`src/rtl/atwd_ped_subtract.sv`:
```
// -----------------------------------------------------------------------------
// atwd_ped_subtract
//   Read side of the ATWD pedestal RAM (512 x 10 bit, 4 channels x 128 samples).
//   Streams one ATWD channel waveform, drives the pedestal RAM read address for
//   every sample, subtracts the stored pedestal, adds PED_OFFSET and saturates
//   the result to the DATA_W unsigned range.
//
// Ports
//   clock, reset        system clock (shared with the RAM), async active-high reset
//   enable, start, chan start a waveform on chan (IDLE only, enable must be 1)
//   in_valid/in_ready   raw sample stream, in_data is the raw sample
//   ped_rdaddress       RAM read address {chan, idx}; RAM q (ped_q) is 1 cycle later
//   out_valid/out_ready corrected sample stream, out_data / out_last
//   busy, done          busy from accepted start until done; done pulses on the
//                       handshake of the last output sample
//   sat_count           clamped samples in the current waveform, sticks at 255
//   state_dbg           current FSM state (IDLE=0, RUN=1, DRAIN=2)
//
// Handshake: a transfer happens on a rising clock edge where valid & ready are
// both 1. A producer holding valid high keeps its data stable until that edge;
// ready may depend combinationally on the consumer state but never on valid.
// -----------------------------------------------------------------------------
module atwd_ped_subtract #(
   parameter int DATA_W     = 10,
   parameter int ADDR_W     = 9,
   parameter int SAMPLES    = 128,
   parameter int PED_OFFSET = 0
) (
   input  logic              clock,
   input  logic              reset,
   input  logic              enable,
   input  logic              start,
   input  logic [1:0]        chan,
   input  logic              in_valid,
   input  logic [DATA_W-1:0] in_data,
   output logic              in_ready,
   output logic [ADDR_W-1:0] ped_rdaddress,
   input  logic [DATA_W-1:0] ped_q,
   output logic              out_valid,
   output logic [DATA_W-1:0] out_data,
   output logic              out_last,
   input  logic              out_ready,
   output logic              busy,
   output logic              done,
   output logic [7:0]        sat_count,
   output logic [1:0]        state_dbg
);

   localparam int IDX_W = ADDR_W - 2;
   localparam int AW    = DATA_W + 2;
   localparam logic [IDX_W-1:0]     IDX_MAX = IDX_W'(SAMPLES - 1);
   localparam logic signed [AW-1:0] OFFSET  = AW'(PED_OFFSET);
   localparam logic signed [AW-1:0] MAX_VAL = AW'((1 << DATA_W) - 1);

   typedef enum logic [1:0] {
      S_IDLE  = 2'd0,
      S_RUN   = 2'd1,
      S_DRAIN = 2'd2
   } state_t;

   state_t            state_q, state_d;
   logic [1:0]        chan_q, chan_d;
   logic [IDX_W-1:0]  idx_q, idx_d;
   logic              clear_sat;

   // Stage 1: raw sample waiting for its pedestal word from the RAM.
   logic              s1_valid_q;
   logic              s1_last_q;
   logic [DATA_W-1:0] s1_data_q;
   logic [ADDR_W-1:0] s1_addr_q;

   // Output register.
   logic              out_valid_q;
   logic              out_last_q;
   logic [DATA_W-1:0] out_data_q;
   logic [7:0]        sat_q;

   logic              adv;
   logic              in_ready_c;
   logic              accept;
   logic              done_c;
   logic signed [AW-1:0] diff;
   logic [DATA_W-1:0] clamped;
   logic              clamp_hit;

   // ---------------------------------------------------------------- handshake
   always_comb begin
      adv        = !out_valid_q || out_ready;
      in_ready_c = (state_q == S_RUN) && (!s1_valid_q || adv);
      accept     = in_valid && in_ready_c;
      done_c     = (state_q == S_DRAIN) && out_valid_q && out_ready && out_last_q;
      // While stage 1 is stalled the RAM keeps re-reading the word of the
      // sample it holds, so ped_q stays matched to s1_data_q.
      ped_rdaddress = accept ? {chan_q, idx_q} : s1_addr_q;
   end

   // ---------------------------------------------------------------- arithmetic
   always_comb begin
      diff      = $signed({2'b00, s1_data_q}) - $signed({2'b00, ped_q}) + OFFSET;
      clamped   = diff[DATA_W-1:0];
      clamp_hit = 1'b0;
      if (diff[AW-1]) begin
         clamped   = '0;
         clamp_hit = 1'b1;
      end else if (diff > MAX_VAL) begin
         clamped   = '1;
         clamp_hit = 1'b1;
      end
   end

   // ---------------------------------------------------------------- FSM
   always_ff @(posedge clock or posedge reset) begin
      if (reset) begin
         state_q <= S_IDLE;
         chan_q  <= 2'd0;
         idx_q   <= '0;
      end else begin
         state_q <= state_d;
         chan_q  <= chan_d;
         idx_q   <= idx_d;
      end
   end

   always_comb begin
      state_d   = state_q;
      chan_d    = chan_q;
      idx_d     = idx_q;
      clear_sat = 1'b0;
      case (state_q)
         S_IDLE: begin
            if (start && enable) begin
               state_d   = S_RUN;
               chan_d    = chan;
               idx_d     = '0;
               clear_sat = 1'b1;
            end
         end
         S_RUN: begin
            if (accept) begin
               // idx stops at the last sample instead of wrapping.
               if (idx_q == IDX_MAX) state_d = S_DRAIN;
               else                  idx_d   = idx_q + 1'b1;
            end
         end
         S_DRAIN: begin
            if (done_c) state_d = S_IDLE;
         end
         default: state_d = S_IDLE;
      endcase
   end

   // ---------------------------------------------------------------- pipeline
   always_ff @(posedge clock or posedge reset) begin
      if (reset) begin
         s1_valid_q <= 1'b0;
         s1_last_q  <= 1'b0;
         s1_data_q  <= '0;
         s1_addr_q  <= '0;
      end else if (accept) begin
         s1_valid_q <= 1'b1;
         s1_last_q  <= (idx_q == IDX_MAX);
         s1_data_q  <= in_data;
         s1_addr_q  <= {chan_q, idx_q};
      end else if (adv) begin
         s1_valid_q <= 1'b0;
      end
   end

   always_ff @(posedge clock or posedge reset) begin
      if (reset) begin
         out_valid_q <= 1'b0;
         out_last_q  <= 1'b0;
         out_data_q  <= '0;
      end else if (adv) begin
         out_valid_q <= s1_valid_q;
         out_last_q  <= s1_valid_q && s1_last_q;
         if (s1_valid_q) out_data_q <= clamped;
      end
   end

   always_ff @(posedge clock or posedge reset) begin
      if (reset) begin
         sat_q <= 8'd0;
      end else if (clear_sat) begin
         sat_q <= 8'd0;
      end else if (s1_valid_q && adv && clamp_hit && (sat_q != 8'hFF)) begin
         sat_q <= sat_q + 8'd1;
      end
   end

   // ---------------------------------------------------------------- outputs
   assign in_ready  = in_ready_c;
   assign out_valid = out_valid_q;
   assign out_data  = out_data_q;
   assign out_last  = out_last_q;
   assign busy      = (state_q != S_IDLE);
   assign done      = done_c;
   assign sat_count = sat_q;
   assign state_dbg = state_q;

endmodule

```
`config.mk`:
```
export PLATFORM = sky130hd
export DESIGN_NAME = atwd_ped_subtract
export DESIGN_NICKNAME = d
export VERILOG_FILES = /design/src/rtl/atwd_ped_subtract.sv
export SDC_FILE = /design/constraint.sdc
export NUM_CORES = 1
export LEC_CHECK = 0
export CORE_MARGIN = 3
export CORE_UTILIZATION = 45
export DETAILED_ROUTE_END_ITERATION = 8
export PLACE_DENSITY = 0.76
export SLEW_MARGIN = 20
export SYNTH_ARGS = -nofsm -noshare
export SYNTH_HDL_FRONTEND = slang
export SYNTH_SLANG_ARGS = --single-unit
```
`constraint.sdc`:
```
create_clock -name clock -period 1.9 [get_ports clock]
set_input_delay 0.57 -clock clock [delete_from_list [all_inputs] [get_ports clock]]
set_output_delay 0.57 -clock clock [all_outputs]
set_load 0.05 [all_outputs]
```
## Word-level counts from Yosys, hierarchy flattened

Cells that the tools add are included.

- Bits in registers: 52
- Output and inout port bits: 34

- Magnitude comparators: 1
- Reductions and logical operators: 23
- $add $sub $neg: 3
- Multiplexer cells: 20
- Equal/unequal tests: 9

Operators by type and width:

| kind | count |
|---|---|
| 7-bit 2-to-1 mux | 3 |
| 10-bit 2-to-1 mux | 2 |
| 8-bit 2-to-1 mux | 2 |
| 7-bit one-hot mux with 2 select lines | 1 |
| 11-bit greater-than comparator (second input constant) | 1 |
| 10-bit by 10-bit subtractor with 11-bit output | 1 |
| 1-bit logical AND | 10 |
| 9-bit 2-to-1 mux | 1 |
| 8-bit by 1-bit adder with 8-bit output (second input constant) | 1 |
| 2-bit 2-to-1 mux | 4 |
| 2-bit inequality test (second input constant) | 4 |
| 8-bit inequality test (second input constant) | 1 |
| 4-bit AND reduction | 2 |
| 2-bit nonzero test | 4 |
| 7-bit by 1-bit adder with 7-bit output (second input constant) | 1 |
| 7-bit equality test (second input constant) | 1 |
| 1-bit 2-to-1 mux | 6 |
| 2-bit one-hot mux with 3 select lines | 1 |
| 2-bit AND reduction | 2 |
| 2-bit by 1-bit equality test with 1-bit output (second input constant) | 1 |
| 2-bit equality test (second input constant) | 1 |
| 1-bit logical NOT | 2 |
| 2-bit logical NOT | 1 |
| 1-bit logical OR | 2 |
| 2-bit by 1-bit inequality test with 1-bit output (second input constant) | 1 |

## Longest topological paths before layout

- Word-level depth: 8
- Depth in mapped cells: 10
- Depth with buffers taken out: 9

## Least setup slack after synthesis

Ideal clock, no wire load.

- Kind: reg-to-output
- Start: reg state_q[0] (netlist: state_dbg[0])
- End: out ped_rdaddress[8]
- Cell stages (with the launch flop): 7
- Setup slack: -1.485 ns
- Arrival time: 2.815 ns
- Cell sequence: dfrtp_1 inv_1 nor3b_1 nand2_1 clkbuf_1 nand2_1 nand2_1

- Longest elaborated chain between the ends: 4

Ends and longest elaborated chain:

| element | RTL line | RTL |
|---|---|---|
| start: declaration | 61 | `state_t state_q, state_d;` |
| start signal: assignment | 118 | `state_q <= state_d;` |
| 2-bit by 1-bit equality test with 1-bit output | 89 | `in_ready_c = (state_q == S_RUN) && (!s1_valid_q \|\| adv);` |
| 1-bit logical AND | 89 |  |
| net in_ready | 36 | `output logic in_ready,` |
| 1-bit logical AND | 90 | `accept = in_valid && in_ready_c;` |
| 9-bit 2-to-1 mux | - |  |
| end: declaration | 37 | `output logic [ADDR_W-1:0] ped_rdaddress,` |

The timed path passes the listed nets, and every way through them passes these cells.

## Final worst setup path

- Start: reg out_valid_q (netlist: out_valid)
- End: out ped_rdaddress[4]

- Longest elaborated chain between the ends: 6

Ends and longest elaborated chain:

| element | RTL line | RTL |
|---|---|---|
| start: declaration | 73 | `logic out_valid_q;` |
| start signal: assignment | 175 | `out_valid_q <= s1_valid_q;` |
| 1-bit logical NOT | 88 | `adv = !out_valid_q \|\| out_ready;` |
| 1-bit logical OR | 88 |  |
| 1-bit logical OR | 89 |  |
| 1-bit logical AND | 89 |  |
| 1-bit logical AND | 90 |  |
| 9-bit 2-to-1 mux | - |  |

Every way passes these cells.

==> results.sh <==
export IMPL_start_util=0.4757
export IMPL_fillers=280
export IMPL_max_clock_freq_mhz=438.2
export IMPL_synth_seq_cells=52
export IMPL_skew_ns=0.01462
export IMPL_arrival_ns=1.71
export IMPL_cts_root_buf="clkbuf_8"
export IMPL_grt_max_degree=53
export IMPL_criticalPathCategory="flip-flop to output port"
export IMPL_yosysTopAreaCell="dfrtp_1"
export IMPL_diodes=0
export IMPL_cap_violations=0
export IMPL_dp_hpwl_um=5596
export IMPL_drc=0
export IMPL_seqPwrFrac=0.290
export IMPL_initialDrtViolationCount=135
export IMPL_seq_area_um2=1305
export IMPL_setup_worst_path_start_class="flip-flop"
export IMPL_synth_warnings=0
export IMPL_netlist_top_cells_area="dfrtp_1 48%, nand2_1 12%, ha_1 5.6%"
export IMPL_drive_gt1_frac=0.4930
export IMPL_drt_first_pass_iters=4
export IMPL_cp_max_fo=7
export IMPL_leakage_nw=2.237
export IMPL_p_sw_frac=0.4341
export IMPL_syn_avg_cell_area_um2=8.799
export IMPL_relSlewSlack=0.7169
export IMPL_grt_pass1_wl_um=14180
export IMPL_h_tree_depth=2
export IMPL_synthDistinctLibCells=41
export IMPL_syn_inst=305
export IMPL_grt_pass1_vias=2885
export IMPL_wirelength_um=9889
export IMPL_rows=27
export IMPL_grt_remaining_overflow=0
export IMPL_cts_num_sinks=52
export IMPL_dieHeight_um=83.23
export IMPL_hold_class="flip-flop to flip-flop"
export IMPL_max_stage_delay_ns=0.42
export IMPL_numCtsBuffers=5
export IMPL_synth_top_area_frac=0.4848
export IMPL_gr_usage_all_layers=0.2539
export IMPL_p_clk_frac=0.130
export IMPL_clock_latency_ns=0.31
export IMPL_clockBufferDepth=2
export IMPL_period_needed_ns=2.282
export IMPL_rsz0062_at_grt="yes"
export IMPL_finalHoldViolations=0
export IMPL_status="complete, but fails checks"
export IMPL_p_int_mw=3.316
export IMPL_vias_per_cell=5.825
export IMPL_cts_hold_buf=0
export IMPL_core_area_um2=5642
export IMPL_antenna_found_initial=0
export IMPL_power_density_nw_per_um2=1236
export IMPL_yosysSeqAreaShare=0.4848
export IMPL_ant_nets=0
export IMPL_slew_violations=0
export IMPL_total_power_mw=5.859
export IMPL_fp_dieW_um=83.23
export IMPL_finalCritPeriodShare=1.201
export IMPL_die_area_um2=6926
export IMPL_vias=2924
export IMPL_synth_nets=346
export IMPL_area_delta_synth_final_pct=76.64
export IMPL_multi_input_area_um2=1882
export IMPL_io_pins=62
export IMPL_postPlaceCellArea_um2=3998
export IMPL_fin_area_um2=4741
export IMPL_ir_worst_vdd_mv=1.035
export IMPL_setup_viol=30
export IMPL_mappedNetlistArea_um2=2684
export IMPL_wl_per_cell_um=19.70
export IMPL_crit_chain="nand3b_1, nor3b_4, nand2_2, buf_12, nand2_4, nand2_4, buf_12"
export IMPL_crit_slowest_cell="dfrtp_2"
export IMPL_comb_power_share=0.580
export IMPL_end_kind="output port"
export IMPL_finalWorstSetupSlack_ns=-0.3819
export IMPL_gp_congestion=0.8581
export IMPL_clk_pin_slew_ns=0.10
export IMPL_fin_nets=470
export IMPL_cts_tree="done"
export IMPL_required_ns=1.33
export IMPL_violations="setup timing"
export IMPL_io_buffer_count=61
export IMPL_power_switching_mw=2.543
export IMPL_worst_slew_pin_slew_ns=0.4211
-- per-stage QoR --
stage               std cells  TNS (ns)  setup WS (ns)    util  hold WS [ns]
floorplan                 305    -7.361        -0.4275       -        0.4455
global placement          474    -27.58        -0.8020  0.7086        0.4617
detailed placement        474    -29.98        -0.9203  0.7086        0.4686
CTS                       498    -4.777        -0.3061  0.8053        0.4971
global route              502    -8.338        -0.4403  0.8403        0.5284
finish                    502    -6.268        -0.3819  0.8403        0.4913
-- path summary, 6_finish.rpt --
path                               from          endpoint  slack, ns  cells past startpoint
max                           out_valid  ped_rdaddress[4]      -0.38                      7
min                         out_data[0]       out_data[0]       0.49                      2
max reg2reg                s1_data_q[0]      sat_count[0]      -0.25                     12
min reg2reg                 out_data[0]       out_data[0]       0.49                      2
max in group asynchronous         reset      state_dbg[1]       1.02                      3
min in group asynchronous         reset      sat_count[2]       0.61                      3
-- state kept, by name (all words and copies together) (netlist names) --
name / count
sat_count: 8
s1_addr_q: 9
s1_last_q: 1
state_dbg: 2
out_data: 10
s1_data_q: 10
out_last: 1
out_valid: 1
chan_q: 2
s1_valid_q: 1
idx_q: 7
-- placed cells by master (no fill, tap or decap), types with 8 or more instances in the layout --
master and n:
nand2_4 25, inv_1 8, inv_2 9, a21oi_2 9
nand3_1 11, nand2_1 56, dfrtp_1 49, clkdlybuf4s50_1 15
buf_12 19, buf_4 68, nor2_1 10, xnor2_1 8
buf_6 13
-- logic make-up after synthesis --
logic type | count (synthesis) | synth area share
xor gates and xnor gates | 9 | 0.02937
DFF | 52 | 0.4848
adders and majority gates | 13 | 0.06340
and+or+nand+nor | 151 | 0.2578
buffers and inverters | 27 | 0.03916
muxes | 2 | 0.007460
AOI/OAI and AO/OA | 51 | 0.1180
-- cells in the mapped netlist, drive strengths merged --
master	number
a32o	1
nand2	84
nand3	14
fa	1
nand4	1
ha	12
buf	3
nor3b	2
a41oi	1
xnor2	8
xor2	1
a22o	1
nor4	1
a31o	2
nor4b	1
o41ai	1
o31ai	7
and2	2
o21a	2
o21ai	17
nor3	6
nand3b	1
dfrtp	52
a21oi	16
or3	4
a21o	1
inv	17
or2	2
and3	4
nor2	15
a211oi	2
mux2i	2
clkbuf	7
nand2b	9
and4b	1
or4	4
-- power by group through the flow --
| stage | clock [mW] | combinational, mW | sequential, mW |
|---|---|---|---|
| floorplan | 0 | 1.12 | 2.04 |
| global placement | 0 | 2.67 | 1.60 |
| detailed placement | 0 | 2.74 | 1.62 |
| CTS | 0.765 | 3.10 | 1.66 |
| global route | 0.817 | 3.56 | 1.73 |
| finish | 0.763 | 3.40 | 1.70 |
-- critical path, delay by kind of cell, from the launching register on --
family / cells / cell delay, ns
buffers and inverters: 2 / 0.31
DFF: 1 / 0.42
and+or+nand+nor: 5 / 0.65
-- layout make-up --
cell class,instances,share of cell area
Inverter,17,0.01346
Clock inverter,1,0.006334
Tap cell,72,0.01900
Timing Repair Buffer,127,0.2729
Clock buffer,7,0.01610
Multi-Input combinational cell,226,0.3969
Sequential cell,52,0.2753
-- metal layers --
metal | global-route usage | wire (um) | vias to the layer above
met1 | 0.3234 | 3853 | 1430
li1 | - | - | 1286
met4 | 0.06538 | 361 | 0
met2 | 0.4461 | 5003 | 170
met3 | 0.04266 | 671 | 38
met5 | 0 | 0 | -
-- timing repair --
item / 4_1_cts / 5_1_grt
cloned: 1 / 0
buffers inserted: 16 / 9
setup endpoints to repair: 39 / 34
pin swaps: 41 / 35
resized for setup: 114 / 37
endpoints found under the hold margin: 0 / 0
Note: power is estimated with default switching activity, not from simulation.
